[src/rtl/cmb_vector_source.sv]
// Stimulus generator and response compactor for the 16-in/4-out detector blocks:
// emits one pattern vector per cycle and folds the looped-back response into a MISR.
module cmb_vector_source #(
    parameter logic [15:0] LFSR_SEED = 16'hACE1
) (
    input  logic        clk,
    input  logic        rst_n,
    input  logic        start,
    input  logic [1:0]  mode,
    input  logic [15:0] cfg_count,
    input  logic        stall,
    input  logic        abort,
    input  logic [3:0]  rsp_in,
    output logic [15:0] vec_out,
    output logic        vec_valid,
    output logic [15:0] vec_index,
    output logic        busy,
    output logic        done,
    output logic [15:0] signature
);

    typedef enum logic [1:0] {
        ST_IDLE = 2'd0,
        ST_RUN  = 2'd1,
        ST_DONE = 2'd2
    } state_t;

    // An all-zero seed would lock the LFSR, so it is replaced by 1.
    localparam logic [15:0] SEED_EFF = (LFSR_SEED == 16'h0000) ? 16'h0001 : LFSR_SEED;

    localparam logic [1:0] MODE_COUNT = 2'd0;
    localparam logic [1:0] MODE_LFSR  = 2'd1;
    localparam logic [1:0] MODE_WALK  = 2'd2;
    localparam logic [1:0] MODE_ZO    = 2'd3;

    function automatic logic [15:0] lfsr_step(input logic [15:0] v);
        return {v[14:0], v[15] ^ v[13] ^ v[12] ^ v[10]};
    endfunction

    function automatic logic [15:0] misr_step(input logic [15:0] s, input logic [3:0] r);
        return {s[14:0], s[15] ^ s[14] ^ s[12] ^ s[3]} ^ {12'h000, r};
    endfunction

    function automatic logic [15:0] pattern_first(input logic [1:0] m);
        logic [15:0] v;
        case (m)
            MODE_COUNT: v = 16'h0000;
            MODE_LFSR:  v = SEED_EFF;
            MODE_WALK:  v = 16'h0001;
            MODE_ZO:    v = 16'h0000;
            default:    v = 16'h0000;
        endcase
        return v;
    endfunction

    state_t      state_q;
    logic [1:0]  mode_q;
    logic [15:0] count_q;
    logic [15:0] vec_q;
    logic [15:0] idx_q;
    logic [15:0] sig_q;
    logic        valid_q;
    logic        busy_q;
    logic        done_q;

    logic [15:0] idx_d;
    logic [15:0] vec_d;
    logic        last_s;

    // Next vector of the latched pattern family, derived from the current index/vector.
    always_comb begin
        idx_d  = idx_q + 16'd1;
        last_s = (idx_q == (count_q - 16'd1));
        case (mode_q)
            MODE_COUNT: vec_d = idx_d;
            MODE_LFSR:  vec_d = lfsr_step(vec_q);
            MODE_WALK:  vec_d = 16'h0001 << idx_d[3:0];
            MODE_ZO:    vec_d = idx_d[0] ? 16'hFFFF : 16'h0000;
            default:    vec_d = 16'h0000;
        endcase
    end

    // Run-control FSM; every output is a register updated here.
    always_ff @(posedge clk or negedge rst_n) begin
        if (!rst_n) begin
            state_q <= ST_IDLE;
            mode_q  <= 2'd0;
            count_q <= 16'h0000;
            vec_q   <= 16'h0000;
            idx_q   <= 16'h0000;
            sig_q   <= 16'h0000;
            valid_q <= 1'b0;
            busy_q  <= 1'b0;
            done_q  <= 1'b0;
        end else begin
            case (state_q)
                ST_IDLE, ST_DONE: begin
                    if (start) begin
                        mode_q  <= mode;
                        count_q <= cfg_count;
                        sig_q   <= 16'h0000;
                        if (cfg_count != 16'h0000) begin
                            state_q <= ST_RUN;
                            idx_q   <= 16'h0000;
                            vec_q   <= pattern_first(mode);
                            valid_q <= 1'b1;
                            busy_q  <= 1'b1;
                            done_q  <= 1'b0;
                        end else begin
                            state_q <= ST_DONE;
                            valid_q <= 1'b0;
                            busy_q  <= 1'b0;
                            done_q  <= 1'b1;
                        end
                    end
                end
                ST_RUN: begin
                    if (abort) begin
                        state_q <= ST_IDLE;
                        valid_q <= 1'b0;
                        busy_q  <= 1'b0;
                        done_q  <= 1'b0;
                    end else if (!stall) begin
                        sig_q <= misr_step(sig_q, rsp_in);
                        // The last vector keeps its value and index visible after the run.
                        if (last_s) begin
                            state_q <= ST_DONE;
                            valid_q <= 1'b0;
                            busy_q  <= 1'b0;
                            done_q  <= 1'b1;
                        end else begin
                            idx_q <= idx_d;
                            vec_q <= vec_d;
                        end
                    end
                end
                default: begin
                    state_q <= ST_IDLE;
                    valid_q <= 1'b0;
                    busy_q  <= 1'b0;
                    done_q  <= 1'b0;
                end
            endcase
        end
    end

    assign vec_out   = vec_q;
    assign vec_valid = valid_q;
    assign vec_index = idx_q;
    assign busy      = busy_q;
    assign done      = done_q;
    assign signature = sig_q;

endmodule

[config.mk]
export PLATFORM = sky130hd
export DESIGN_NAME = cmb_vector_source
export DESIGN_NICKNAME = d
export VERILOG_FILES = /design/src/rtl/cmb_vector_source.sv
export SDC_FILE = /design/constraint.sdc
export NUM_CORES = 1
export LEC_CHECK = 0
export ABC_AREA = 0
export ABC_CLOCK_PERIOD_IN_PS = 3500
export CAP_MARGIN = 30
export CORE_AREA = 2 2 105 86
export CTS_CLUSTER_DIAMETER = 40
export CTS_CLUSTER_SIZE = 30
export DETAILED_ROUTE_END_ITERATION = 12
export DIE_AREA = 0 0 107 88
export GPL_TIMING_DRIVEN = 1
export PLACE_DENSITY = 0.86
export SLEW_MARGIN = 30
export SYNTH_ARGS = -nofsm -noshare
export SYNTH_HDL_FRONTEND = slang
export SYNTH_SLANG_ARGS = --single-unit
[constraint.sdc]
create_clock -name clk -period 3.5 [get_ports clk]
set_clock_uncertainty 0.15 [all_clocks]
set_input_delay 0.7 -clock clk [delete_from_list [all_inputs] [get_ports clk]]
set_output_delay 0.7 -clock clk [all_outputs]
set_load 0.02 [all_outputs]
Yosys cells after proc, flatten, opt, wreduce, memory -nomap -nowiden --
Index checks and enable logic that the tools add are counted.
Cells by class: mux-type cells 37, bitwise logic cells 7, equality and inequality tests 16, add/sub/neg operators 2, reductions and logical operators 11, shifts and indexed selects 1
Operators by type and width (number):
- two-way mux 16 bit | 14
- case mux 16 bit (2 select lines) | 3
- case mux 16 bit (4 select lines) | 1
- case mux 16 bit (3 select lines) | 1
- adder 16 x 1 -> 16 bit (second input constant) | 1
- equality test 16 bit | 1
- nonzero test 16 bit | 1
- << shifter 1 x 4 -> 16 bit (first input constant) | 1
- subtractor 16 x 1 -> 16 bit (second input constant) | 1
- bitwise XOR 16 x 4 -> 16 bit | 1
- equality test 2 bit (second input constant) | 5
- two-way mux 1 bit | 10
- two-way mux 2 bit | 5
- inequality test 2 bit (second input constant) | 5
- equality test 2 x 1 -> 1 bit (second input constant) | 3
- zero test 2 bit | 3
- inequality test 3 bit (second input constant) | 2
- AND reduction 6 bit | 1
- bitwise XOR 1 bit | 6
- case mux 1 bit (2 select lines) | 2
- case mux 2 bit (2 select lines) | 1
- AND reduction 4 bit | 1
- OR reduction 2 bit | 2
- AND reduction 3 bit | 1
- 2 further kinds | 2
Word-level totals: output and inout bits 51, bits in registers 70, word-level logic and storage cells 82, input port bits 27

Depth between registers and ports, before layout --
Gate-level depths: netlist (run 1).
word-level depth 8, mapped depth 10, depth with buffers taken out 9

Worst setup path before layout (run 1) --
Ideal clock, no wire load.
path type register to register, start register count_q[3], end register idx_q[1], in the netlist vec_index[1], setup slack 488 ps, setup time 128 ps, arrival time 2734 ps, path buffers 1, data required time 3222 ps, stages on the path, launching flop included 9, clock period less this slack 3012 ps, path through dfrtp_1 -> or4_1 -> buf_2 -> o31a_1 -> nor4_1 -> nand4_1 -> or4b_4 -> nand2_4 -> mux2_1
On the way: word-level cells in the longest chain between the ends 4
RTL lines:
- start: declaration | RTL line 58 | logic [15:0] count_q;
- start signal: assignment | RTL line 100 | count_q <= cfg_count;
- subtractor 16 x 1 -> 16 bit | RTL line 73 | last_s = (idx_q == (count_q - 16'd1));
- equality test 16 bit | RTL line 73
- inequality test 2 bit (no line)
- AND reduction 6 bit (no line)
- end signal: assignment | RTL line 132 | idx_q <= idx_d;
- end: declaration | RTL line 60 | logic [15:0] idx_q;
No other way between the ends. A chain may end at the register's enable or synchronous reset.

Final worst setup path (run 1) --
Ends and elaborated chain as after synthesis.

==> metrics.txt, run 1 <==
Clock Power Share 0.208; GPL Wtd Cong 0.885; worst min-delay path class in2async; Synth Instances 471; fin. max-slew vios 0; Num CTS Buffers 9; Syn Nets 505; final WL 11900 um; nets@finish 579; LEAKAGE 2.28 nW; Die Wd 107 um; I/O pins 78; Clk Latency, worst-skew pair 0.36 ns; largest family of logic cells by synthesized area simple AND/OR/NAND/NOR gates; internal power 0.00195 W; Worst-path clk slew 0.08 ns; Netlist Area Pre-Place 4340 um^2; Tmin final 3.38 ns; setup_tns 0 ns; GRT overflow 0; #FFs+latches synth 68; Core Rows 30; final period utilization 0.964; largest net degree at the start of global routing 38; Crit Path Max Fanout 12; Clock Tree Root clkbuf_8; Max VDD drop 0.274 mV; antenna viol nets, final 0; diode count 0; Synth Area in Compound Gates 0.151; PostCTS Resize Cnt 0; P_sw 0.00127 W; # DRC 0; design area 5480 um^2; Clock Tree Buf Depth 2; Synth Area in Adders 0.0202; count of cell types in the netlist 59; critical path required time 3.59 ns; initial antenna violation count 0; register area share after synthesis 0.392; hold_buf cts 0; max-cap violations 0; Die Height 88 um; Synth Flop Type dfrtp_1; first-pass GRT wire length 19800 um; Post-Synth XOR/XNOR Area 0.0766; number of global-route vias before repair 3931; overall die area 9420 um^2; part of the power in registers 0.374; vias per cell 6.05; Post-CTS Setup Inserts 0; placed inst area 5250 um^2; sw frac 0.396; Sink Count 68; Comb pwr share 0.417; routed length per instance 18.0 um; CTS tree done; f_max 296 MHz; status completed; share of cells above drive strength 1 0.142; Finish-stage setup viols 0; via count 4002; Worst Setup End Kind register; WS Path Type reg2reg; TritonRoute pass-1 iters 4; RSZ-0062 raised after global routing false; Pwr per Cell Area 589 nW/um^2; GRT Overall Usage 0.266; fin util 0.654; Slew Limit Headroom 0.507; Mean Syn Cell Area 9.22 um^2; CP Launch Type register; area grow syn2layout 26.1%; Post-Synth Simple-Gate Area 0.207; Post-synth EDFFs 0; Iteration-0 DRC Markers 308; buffers added on ports 77; final hold vios 0; Tightest Pin Transition 0.740 ns; post-synthesis mux area share 0.110; synth warn 0; Starting Density 0.519; H-tree depth 3; Core ar. 8370 um^2; post-synthesis async set-or-reset flop share 1.00; Data arrival, critical path 3.46 ns; HPWL Detailed 8560 um
## layout by cell type (no fill, tap or decap), types with 2 or more instances in the layout
cell,instances
a221o_1,2
clkinv_2,2
mux2_1,3
nand2_1,53
clkdlybuf4s50_1,76
nand2b_1,7
mux2_2,34
and3_1,2
clkinvlp_4,2
nor3_2,2
o21ai_0,22
a211oi_1,5
xor2_1,16
nor2b_1,7
a31oi_1,10
xnor2_1,22
o31ai_1,5
a21oi_1,23
o31a_1,2
buf_12,3
nor2_1,17
mux2i_1,6
o221ai_1,4
a211o_1,2
or2_2,3
or3_1,10
buf_4,11
a41oi_1,2
nor3_1,13
nand3_1,27
nor4_1,13
o22ai_1,3
clkbuf_8,10
o21a_1,3
nand4_1,10
inv_1,16
ha_1,7
dfrtp_1,68
## through the flow
stage	hold slack, ns	setup WS, ns	cells	total power [W]
final	0.0522	0.125	662	0.00322
after global routing	0.0578	0.0815	662	0.00340
after CTS	0.325	0.0785	661	0.00321
after detailed placement	0.338	0.129	645	0.00254
after global placement	0.328	0.213	645	0.00249
after floorplan	0.254	0.488	471	0.00202
## power groups by stage
stage / clock [W] / combinational (W) / sequential (W)
2_1_floorplan: 0 / 0.000764 / 0.00125
3_3_place_gp: 0 / 0.00129 / 0.00120
3_5_place_dp: 0 / 0.00132 / 0.00121
4_1_cts: 0.000675 / 0.00133 / 0.00120
5_1_grt: 0.000711 / 0.00145 / 0.00124
6_report: 0.000672 / 0.00135 / 0.00121
## synthesized netlist by cell type, drive strengths merged, types with 10 or more instances
cell type  count  area (um^2)
xnor2         22          193
nand2         54          210
clkbuf        23         86.3
dfrtp         68         1700
nor3          15         80.1
a31oi         10         62.6
o21ai         23          115
a21oi         24          131
nand3         27          135
nand4         10         62.6
nor4          13         81.3
nor2          17         63.8
xor2          16          140
mux2          37          417
or3           10         62.6
inv           16         60.1
## logic make-up after synthesis
family                     Yosys count
and+or+nand+nor                    174
AOI/OAI and AO/OA                   96
DFF                                 68
buffers and inverters               45
muxes                               43
xor gates and xnor gates            38
adders and majority gates            7
## critical path, cell delays in order (launching register included)
cell	delay [ns]
dfrtp_1	0.45
or4_4	0.62
o31a_1	0.30
nor4_1	0.35
nand4_1	0.18
or4b_4	0.69
nand2_4	0.16
mux2_1	0.34
## layout make-up
type                    count  area [um^2]
clock buffers              10          138
clock inverters             6         63.8
fillers                   673         2900
inverters                  17         63.8
multi-input cells         358         2460
flip-flops and latches     68         1700
well taps                 112          140
repair buffers             91          908
## final timing paths
kind	start	end	slack (ns)	cells past startpoint
setup / recovery	count_q[3]	vec_index[1]	0.12	7
hold / removal	rst_n	count_q[9]	0.05	1
setup reg to reg	count_q[3]	vec_index[1]	0.12	7
hold reg to reg	signature[6]	signature[7]	0.36	2
max in group asynchronous	rst_n	vec_out[9]	2.43	3
min in group clk	signature[6]	signature[7]	0.36	2
## metal layers
layer / share of wire / wire, um / global-route usage
met2: 0.47 / 5610 / 0.437
met3: 0.082 / 979 / 0.0543
met4: 0.017 / 206 / 0.0791
met1: 0.43 / 5130 / 0.361
met5: 0 / 0 / 0
## flip-flops by register name, indices dropped and copies added, names as in the netlist
name / flops
vec_out: 16
count_q: 16
state_q: 2
mode_q: 2
signature: 16
vec_index: 16
Power figures use the tool's default switching activity.
==> run 2: changes to the inputs <==
--- a/config.mk
+++ b/config.mk
@@ -19,3 +19,4 @@
 export SYNTH_ARGS = -nofsm -noshare
 export SYNTH_HDL_FRONTEND = slang
 export SYNTH_SLANG_ARGS = --single-unit
+export TNS_END_PERCENT = 100
==> results of run 2 <==
No change in the layout: final DEF, timing and power equal those of run 1.
==> run 3: changes to the inputs <==
--- a/config.mk
+++ b/config.mk
@@ -19,4 +19,4 @@
 export SYNTH_ARGS = -nofsm -noshare
 export SYNTH_HDL_FRONTEND = slang
 export SYNTH_SLANG_ARGS = --single-unit
-export TNS_END_PERCENT = 100
+export TNS_END_PERCENT = 50
==> results of run 3 <==
No change in the layout: final DEF, timing and power equal those of run 1.
